==> src/rtl/game_pkg.sv <==
// Shared shooter-core constants: geometry, bullet tuning, parked coordinates and
// the game/onplay state encodings.
package game_pkg;

   localparam int MAX_PLAYER_BULLET   = 15;
   localparam int PLAYER_BULLET_SPEED = 4;
   localparam int MAX_PLAYER_COOLDOWN = 11;
   localparam int PLAYER_WIDTH        = 24;
   localparam int BULLET_WIDTH        = 4;
   localparam int BULLET_HEIGHT       = 16;
   localparam int NONE_POS_X          = 720;
   localparam int NONE_POS_Y          = 500;
   localparam int SLOT_IDX_W          = 4;

   typedef enum logic [1:0] {
      GAME_IDLE    = 2'd0,
      GAME_PLAYING = 2'd1,
      GAME_OVER    = 2'd2
   } game_state_t;

   typedef enum logic [1:0] {
      ONPLAY_IDLE = 2'd0,
      ONPLAY_MOVE = 2'd1,
      ONPLAY_DRAW = 2'd2
   } onplay_state_t;

   // Bullet spawns BULLET_H above the player's top edge, pinned at the top border.
   function automatic logic [8:0] spawn_y(input logic [8:0] py, input logic [8:0] bh);
      return (py < bh) ? 9'd0 : py - bh;
   endfunction

endpackage

==> src/rtl/slot_alloc.sv <==
// Lowest-index free slot finder: combinational priority encoder over a free mask.
module slot_alloc
   import game_pkg::*;
#(
   parameter int N_SLOT = MAX_PLAYER_BULLET,
   parameter int IW     = SLOT_IDX_W
) (
   input  logic [N_SLOT-1:0] free_mask,
   output logic [IW-1:0]     idx,
   output logic              found
);

   always_comb begin
      idx   = '0;
      found = 1'b0;
      // Scan high to low so the last hit wins, leaving the lowest index.
      for (int i = N_SLOT - 1; i >= 0; i--) begin
         if (free_mask[i]) begin
            idx   = IW'(i);
            found = 1'b1;
         end
      end
   end

endmodule

==> src/rtl/player_bullet_pool.sv <==
// Player bullet slot pool: per-frame spawn under cooldown, upward motion,
// top-border retirement, collision kills, and a combinational read port.
module player_bullet_pool
   import game_pkg::*;
#(
   parameter int N_SLOT   = MAX_PLAYER_BULLET,
   parameter int SPEED    = PLAYER_BULLET_SPEED,
   parameter int COOLDOWN = MAX_PLAYER_COOLDOWN,
   parameter int PLAYER_W = PLAYER_WIDTH,
   parameter int BULLET_W = BULLET_WIDTH,
   parameter int BULLET_H = BULLET_HEIGHT,
   parameter int NONE_X   = NONE_POS_X,
   parameter int NONE_Y   = NONE_POS_Y
) (
   input  logic              clk,
   input  logic              rst,
   input  logic              clear,
   input  logic              frame_tick,
   input  logic              fire,
   input  logic [9:0]        player_x,
   input  logic [8:0]        player_y,
   input  logic              hit_valid,
   input  logic [3:0]        hit_idx,
   input  logic [3:0]        rd_idx,
   output logic [9:0]        rd_x,
   output logic [8:0]        rd_y,
   output logic [N_SLOT-1:0] active,
   output logic              fired,
   output logic              cooldown_busy
);

   localparam int IW = SLOT_IDX_W;
   localparam int CW = $clog2(COOLDOWN + 1);
   localparam logic [9:0]    NX       = 10'(NONE_X);
   localparam logic [8:0]    NY       = 9'(NONE_Y);
   localparam logic [8:0]    SPD      = 9'(SPEED);
   localparam logic [8:0]    BH       = 9'(BULLET_H);
   localparam logic [9:0]    SPAWN_DX = 10'(PLAYER_W / 2 - BULLET_W / 2);
   localparam logic [CW-1:0] CD_LOAD  = CW'(COOLDOWN);

   logic [N_SLOT-1:0] act_q;
   logic [9:0]        x_q [N_SLOT];
   logic [8:0]        y_q [N_SLOT];
   logic [CW-1:0]     cd_q;
   logic              fired_q;

   logic [N_SLOT-1:0] kill_mask;
   logic [N_SLOT-1:0] free_mask;
   logic [IW-1:0]     alloc_idx;
   logic              alloc_found;
   logic              spawn;
   logic [9:0]        spawn_x_w;
   logic [8:0]        spawn_y_w;

   // A slot being killed this cycle is never handed out, even if it was already idle.
   always_comb begin
      for (int i = 0; i < N_SLOT; i++) begin
         kill_mask[i] = hit_valid && (hit_idx == IW'(i));
         free_mask[i] = !act_q[i] && !kill_mask[i];
      end
   end

   slot_alloc #(.N_SLOT(N_SLOT), .IW(IW)) u_alloc (
      .free_mask (free_mask),
      .idx       (alloc_idx),
      .found     (alloc_found)
   );

   assign spawn     = frame_tick && fire && (cd_q == '0) && alloc_found;
   assign spawn_x_w = player_x + SPAWN_DX;
   assign spawn_y_w = spawn_y(player_y, BH);

   always_ff @(posedge clk or posedge rst) begin
      if (rst) begin
         cd_q    <= '0;
         fired_q <= 1'b0;
         for (int i = 0; i < N_SLOT; i++) begin
            act_q[i] <= 1'b0;
            x_q[i]   <= NX;
            y_q[i]   <= NY;
         end
      end else if (clear) begin
         cd_q    <= '0;
         fired_q <= 1'b0;
         for (int i = 0; i < N_SLOT; i++) begin
            act_q[i] <= 1'b0;
            x_q[i]   <= NX;
            y_q[i]   <= NY;
         end
      end else begin
         fired_q <= spawn;
         if (spawn)
            cd_q <= CD_LOAD;
         else if (frame_tick && cd_q != '0)
            cd_q <= cd_q - CW'(1);
         for (int i = 0; i < N_SLOT; i++) begin
            if (kill_mask[i]) begin
               act_q[i] <= 1'b0;
               x_q[i]   <= NX;
               y_q[i]   <= NY;
            end else if (spawn && alloc_idx == IW'(i)) begin
               act_q[i] <= 1'b1;
               x_q[i]   <= spawn_x_w;
               y_q[i]   <= spawn_y_w;
            end else if (frame_tick && act_q[i]) begin
               // Compare before subtracting so y never wraps past the top border.
               if (y_q[i] < SPD) begin
                  act_q[i] <= 1'b0;
                  x_q[i]   <= NX;
                  y_q[i]   <= NY;
               end else begin
                  y_q[i] <= y_q[i] - SPD;
               end
            end
         end
      end
   end

   always_comb begin
      rd_x = NX;
      rd_y = NY;
      for (int i = 0; i < N_SLOT; i++) begin
         if (rd_idx == IW'(i) && act_q[i]) begin
            rd_x = x_q[i];
            rd_y = y_q[i];
         end
      end
   end

   assign active        = act_q;
   assign fired         = fired_q;
   assign cooldown_busy = (cd_q != '0);

endmodule
==> config.mk <==
export PLATFORM = sky130hd
export DESIGN_NAME = player_bullet_pool
export DESIGN_NICKNAME = d
export VERILOG_FILES = /design/src/rtl/game_pkg.sv /design/src/rtl/slot_alloc.sv /design/src/rtl/player_bullet_pool.sv
export SDC_FILE = /design/constraint.sdc
export NUM_CORES = 1
export LEC_CHECK = 0
export CELL_PAD_IN_SITES_DETAIL_PLACEMENT = 1
export CELL_PAD_IN_SITES_GLOBAL_PLACEMENT = 2
export CORE_MARGIN = 2
export CORE_UTILIZATION = 39
export DETAILED_ROUTE_END_ITERATION = 8
export PLACE_DENSITY = 0.79
export SYNTH_ARGS = -nofsm -noshare
export SYNTH_HDL_FRONTEND = slang
export SYNTH_HIERARCHICAL = 1
export SYNTH_SLANG_ARGS = --single-unit
==> constraint.sdc <==
create_clock -name clk -period 12.45 [get_ports clk]
set_clock_uncertainty 0.15 [all_clocks]
set_input_delay 2.49 -clock clk [delete_from_list [all_inputs] [get_ports clk]]
set_output_delay 2.49 -clock clk [all_outputs]
set_load 0.01 [all_outputs]
==> results_tabular.tex <==
\begin{tabular}{lr}
\hline
Metric & Value \\
\hline
\multicolumn{2}{l}{\textbf{STA}} \\
\quad Total Neg Setup Slack & 0 ns \\
\quad Number of failing hold endpoints at the final stage & 0 \\
\quad Hold WS & between 0.3 and 0.4 ns \\
\quad Max\_slew headroom & 0.171 \\
\quad Share of the cycle needed by the critical path after routing & 0.713 \\
\quad Count of pins over their slew limit & 0 \\
\quad Actual slew at the worst max-slew pin & 1.24 ns \\
\quad Total setup violations reported at the end of the flow & 0 \\
\quad Max Clock Freq & 113 MHz \\
\quad RSZ-0062 raised after global routing & false \\
\quad Min Tclk post-route & 8.87 ns \\
\quad Fin worst setup slack & about 3.6 ns \\
\multicolumn{2}{l}{\textbf{Hold path}} \\
\quad Worst min path class & reg -> reg \\
\quad Number of cells on the worst hold path & 2 \\
\multicolumn{2}{l}{\textbf{Logic synthesis}} \\
\quad EDFF count, synth & 0 \\
\quad Post-synth top flop & sky130\_fd\_sc\_hd\_\_dfrtp\_1 \\
\quad Number of synthesized register bits & 305 \\
\quad Fraction of synthesized cell area taken by the top area cell type & 0.231 \\
\quad Post-synth cell types & 89 \\
\quad Sequential element share of the synthesized area & 0.458 \\
\quad Most area-consuming cells after synthesis & sky130\_fd\_sc\_hd\_\_dfstp\_2, sky130\_fd\_sc\_hd\_\_dfrtp\_1, sky130\_fd\_sc\_hd\_\_nand2\_1 \\
\quad Number of nets in the synthesized netlist & 1996 \\
\quad Post-synthesis async set-or-reset flop share & 1.00 \\
\quad Synthesized area & 17100 um\^{}2 \\
\quad Mean Syn Cell Area & 8.78 um\^{}2 \\
\quad Number of instances in the synthesized netlist & 1945 \\
\quad Number of warning messages in the yosys log & 6 \\
\quad Cell accounting for the most synthesized area & sky130\_fd\_sc\_hd\_\_dfstp\_2 \\
\multicolumn{2}{l}{\textbf{Global route}} \\
\quad Met1 routing resource usage after global routing & 0.488 \\
\quad Number of antenna violations at the first check in global routing & 2 \\
\quad Wire length of the first global-routing pass & 113000 um \\
\quad Met3 layer usage reported by global route & 0.0550 \\
\quad Maximum number of pins on one net before global-route repair & 110 \\
\quad GR Util All Layers & 0.340 \\
\quad M2 GR Usage & 0.518 \\
\quad Busiest grt layer & met2 \\
\quad Overflow after GRT & 0 \\
\quad Number of global-route vias before repair & about 16000 \\
\multicolumn{2}{l}{\textbf{Route}} \\
\quad Post-detailed-route count of antenna-violating nets & 0 \\
\quad First-iteration detailed-routing DRC count & 1801 \\
\quad Via density & 6.43 \\
\quad \# DRC & 0 \\
\quad Routed via count & 16655 \\
\quad Detailed-route wire length & around 77000 um \\
\quad DR WL/cell & between 20 and 30 um \\
\quad Detailed Routing Iterations Pass 1 & 8 \\
\multicolumn{2}{l}{\textbf{CTS}} \\
\quad Clock tree from TritonCTS & built \\
\quad Number of clock sinks & a little over 300 \\
\quad Cell at the root of the clock tree & sky130\_fd\_sc\_hd\_\_clkbuf\_16 \\
\quad Clock Tree Buf Depth & 3 \\
\quad Later-pin clock latency in the skew report & 0.58 ns \\
\quad Total of cells resized after clock tree synthesis & 0 \\
\quad Number of setup buffers added after CTS & 0 \\
\quad Total clock buffers created by CTS & 39 \\
\quad Max H-tree Level & 2 \\
\quad Clock input transition at the sequential cells of the worst setup and hold paths & 0.05 ns \\
\quad Hold-fix buffer count after cts & 0 \\
\multicolumn{2}{l}{\textbf{Floorplan}} \\
\quad Starting density of the core & 0.395 \\
\quad Chip Height & between 200 and 250 um \\
\quad \# rows & 76 \\
\quad Die outline area & 45500 um\^{}2 \\
\quad Die Wd & 213 um \\
\quad Num ports & 69 \\
\quad Core footprint & between 40000 and 50000 um\^{}2 \\
\multicolumn{2}{l}{\textbf{Placed design}} \\
\quad Placed Instances & 2518 \\
\quad Last weighted congestion value of the routability-driven placer & 1.02 \\
\quad Total half-perimeter wirelength after legalization and detailed placement & 55800 um \\
\quad Port buffer count & 68 \\
\quad Setup slack at placement & 3.66 ns \\
\multicolumn{2}{l}{\textbf{Critical path}} \\
\quad Reg2Reg Depth & 9 \\
\quad Arrival time reported for the critical path endpoint & 6.23 ns \\
\quad Launching element type of the critical path & input port \\
\quad Maximum net fanout on the critical path & 20 \\
\quad Critical Path End Type & output pin \\
\quad CP Data Required Time & between 9 and 10 ns \\
\quad Start-to-end type of the worst setup path & in -> out \\
\multicolumn{2}{l}{\textbf{Pwr}} \\
\quad Leakage & 7.46 nW \\
\quad Total power after layout & 2.61 mW \\
\quad Areal power density over the cells & around 130 nW/um\^{}2 \\
\quad Worst VDD drop & 0.0000905 V \\
\multicolumn{2}{l}{\textbf{Layout}} \\
\quad Highest-count cells in the layout ignoring fill and taps & sky130\_fd\_sc\_hd\_\_nand2\_1, sky130\_fd\_sc\_hd\_\_nor2\_1, sky130\_fd\_sc\_hd\_\_o21ai\_0 \\
\quad Final-stage net count & 2025 \\
\quad Count of placed standard cells in the final layout, fillers left out & 2589 \\
\quad Area grow syn2layout & 15.0\% \\
\quad Most frequent standard cell in the layout excluding fill and tap cells & sky130\_fd\_sc\_hd\_\_nand2\_1 \\
\quad Share of cells above drive strength 1 & 0.139 \\
\quad Number of diodes & 0 \\
\multicolumn{2}{l}{\textbf{Outcome}} \\
\quad Result of the run & finished clean \\
\multicolumn{2}{l}{\textbf{Flow run}} \\
\quad Number of max-cap violations & 0 \\
\hline
\end{tabular}
-- final timing paths --
path	from	end	slack (ns)
min	y_q[43]	y_q[43]	0.33
max reg2reg	active[9]	y_q[82]	7.60
min in group asynchronous	rst	y_q[102]	2.24
max	rd_idx[0]	rd_y[2]	3.58
min reg2reg	y_q[43]	y_q[43]	0.33
max in group asynchronous	rst	x_q[88]	7.65
-- flip-flops by register name (all words and copies together), names as in the netlist --
name and cells:
y_q 135, x_q 150, active 15, cd_q 4
fired 1
-- through the flow --
step           instance area, um^2   util
2_1_floorplan                17100      -
3_3_place_gp                 18200  0.422
3_5_place_dp                 18200  0.422
4_1_cts                      19600  0.455
5_1_grt                      19600  0.455
6_report                     19600  0.455
-- critical path, stage by stage --
cell and delay, ns:
sky130_fd_sc_hd__clkdlybuf4s50_1 0.98, sky130_fd_sc_hd__nor2_1 0.24, sky130_fd_sc_hd__and3_1 0.42, sky130_fd_sc_hd__a222oi_1 0.55, sky130_fd_sc_hd__nor4b_2 0.34, sky130_fd_sc_hd__o21ai_1 0.18, sky130_fd_sc_hd__a222oi_1 0.41, sky130_fd_sc_hd__clkdlybuf4s50_1 0.61
-- cell usage after synthesis (23+ instances only) --
cell type,n
sky130_fd_sc_hd__nand3_1,45
sky130_fd_sc_hd__a22o_1,32
sky130_fd_sc_hd__inv_1,46
sky130_fd_sc_hd__nand2_1,259
sky130_fd_sc_hd__nor3_1,53
sky130_fd_sc_hd__o22ai_1,71
sky130_fd_sc_hd__a211oi_1,23
sky130_fd_sc_hd__a22oi_1,41
sky130_fd_sc_hd__dfrtp_1,155
sky130_fd_sc_hd__nor2_1,213
sky130_fd_sc_hd__dfstp_2,150
sky130_fd_sc_hd__clkbuf_1,68
sky130_fd_sc_hd__xnor2_1,28
sky130_fd_sc_hd__o22a_1,23
sky130_fd_sc_hd__o21ai_0,177
sky130_fd_sc_hd__nor4_1,34
sky130_fd_sc_hd__a21oi_1,128
-- cells by family after synthesis --
| kind of cell | count (synthesis) | synth area share |
|---|---|---|
| buffers and inverters | 145 | 0.0360 |
| flip-flops | 305 | 0.458 |
| AND/OR/NAND/NOR | 780 | 0.221 |
| adder cells (fa/ha/maj) | 18 | 0.0132 |
| AO/OA/AOI/OAI | 638 | 0.241 |
| XOR/XNOR | 50 | 0.0256 |
| multiplexers | 9 | 0.00542 |
-- final cells by class --
type	count	area [um^2]
Timing Repair Buffer	87	823
Fill cell	5048	23500
Clock inverter	15	290
Clock buffer	56	1130
Sequential cell	305	7820
Multi-Input combinational cell	1495	8650
Inverter	46	180
Tap cell	585	732
-- report_power, final --
group	leakage (nW)	switching, mW	total (mW)	internal (mW)
Sequential	3.74	0.0433	1.07	1.03
Combinational	3.02	0.189	0.262	0.0729
Clock	0.698	0.480	1.28	0.799
-- metal layers --
| layer | routed length [um] | part of all wire |
|---|---|---|
| met1 | 34200 | 0.45 |
| met3 | 5880 | 0.077 |
| met5 | 23 | 0.00030 |
| met2 | 33800 | 0.44 |
| met4 | 2660 | 0.035 |
Power figures use the tool's default switching activity.
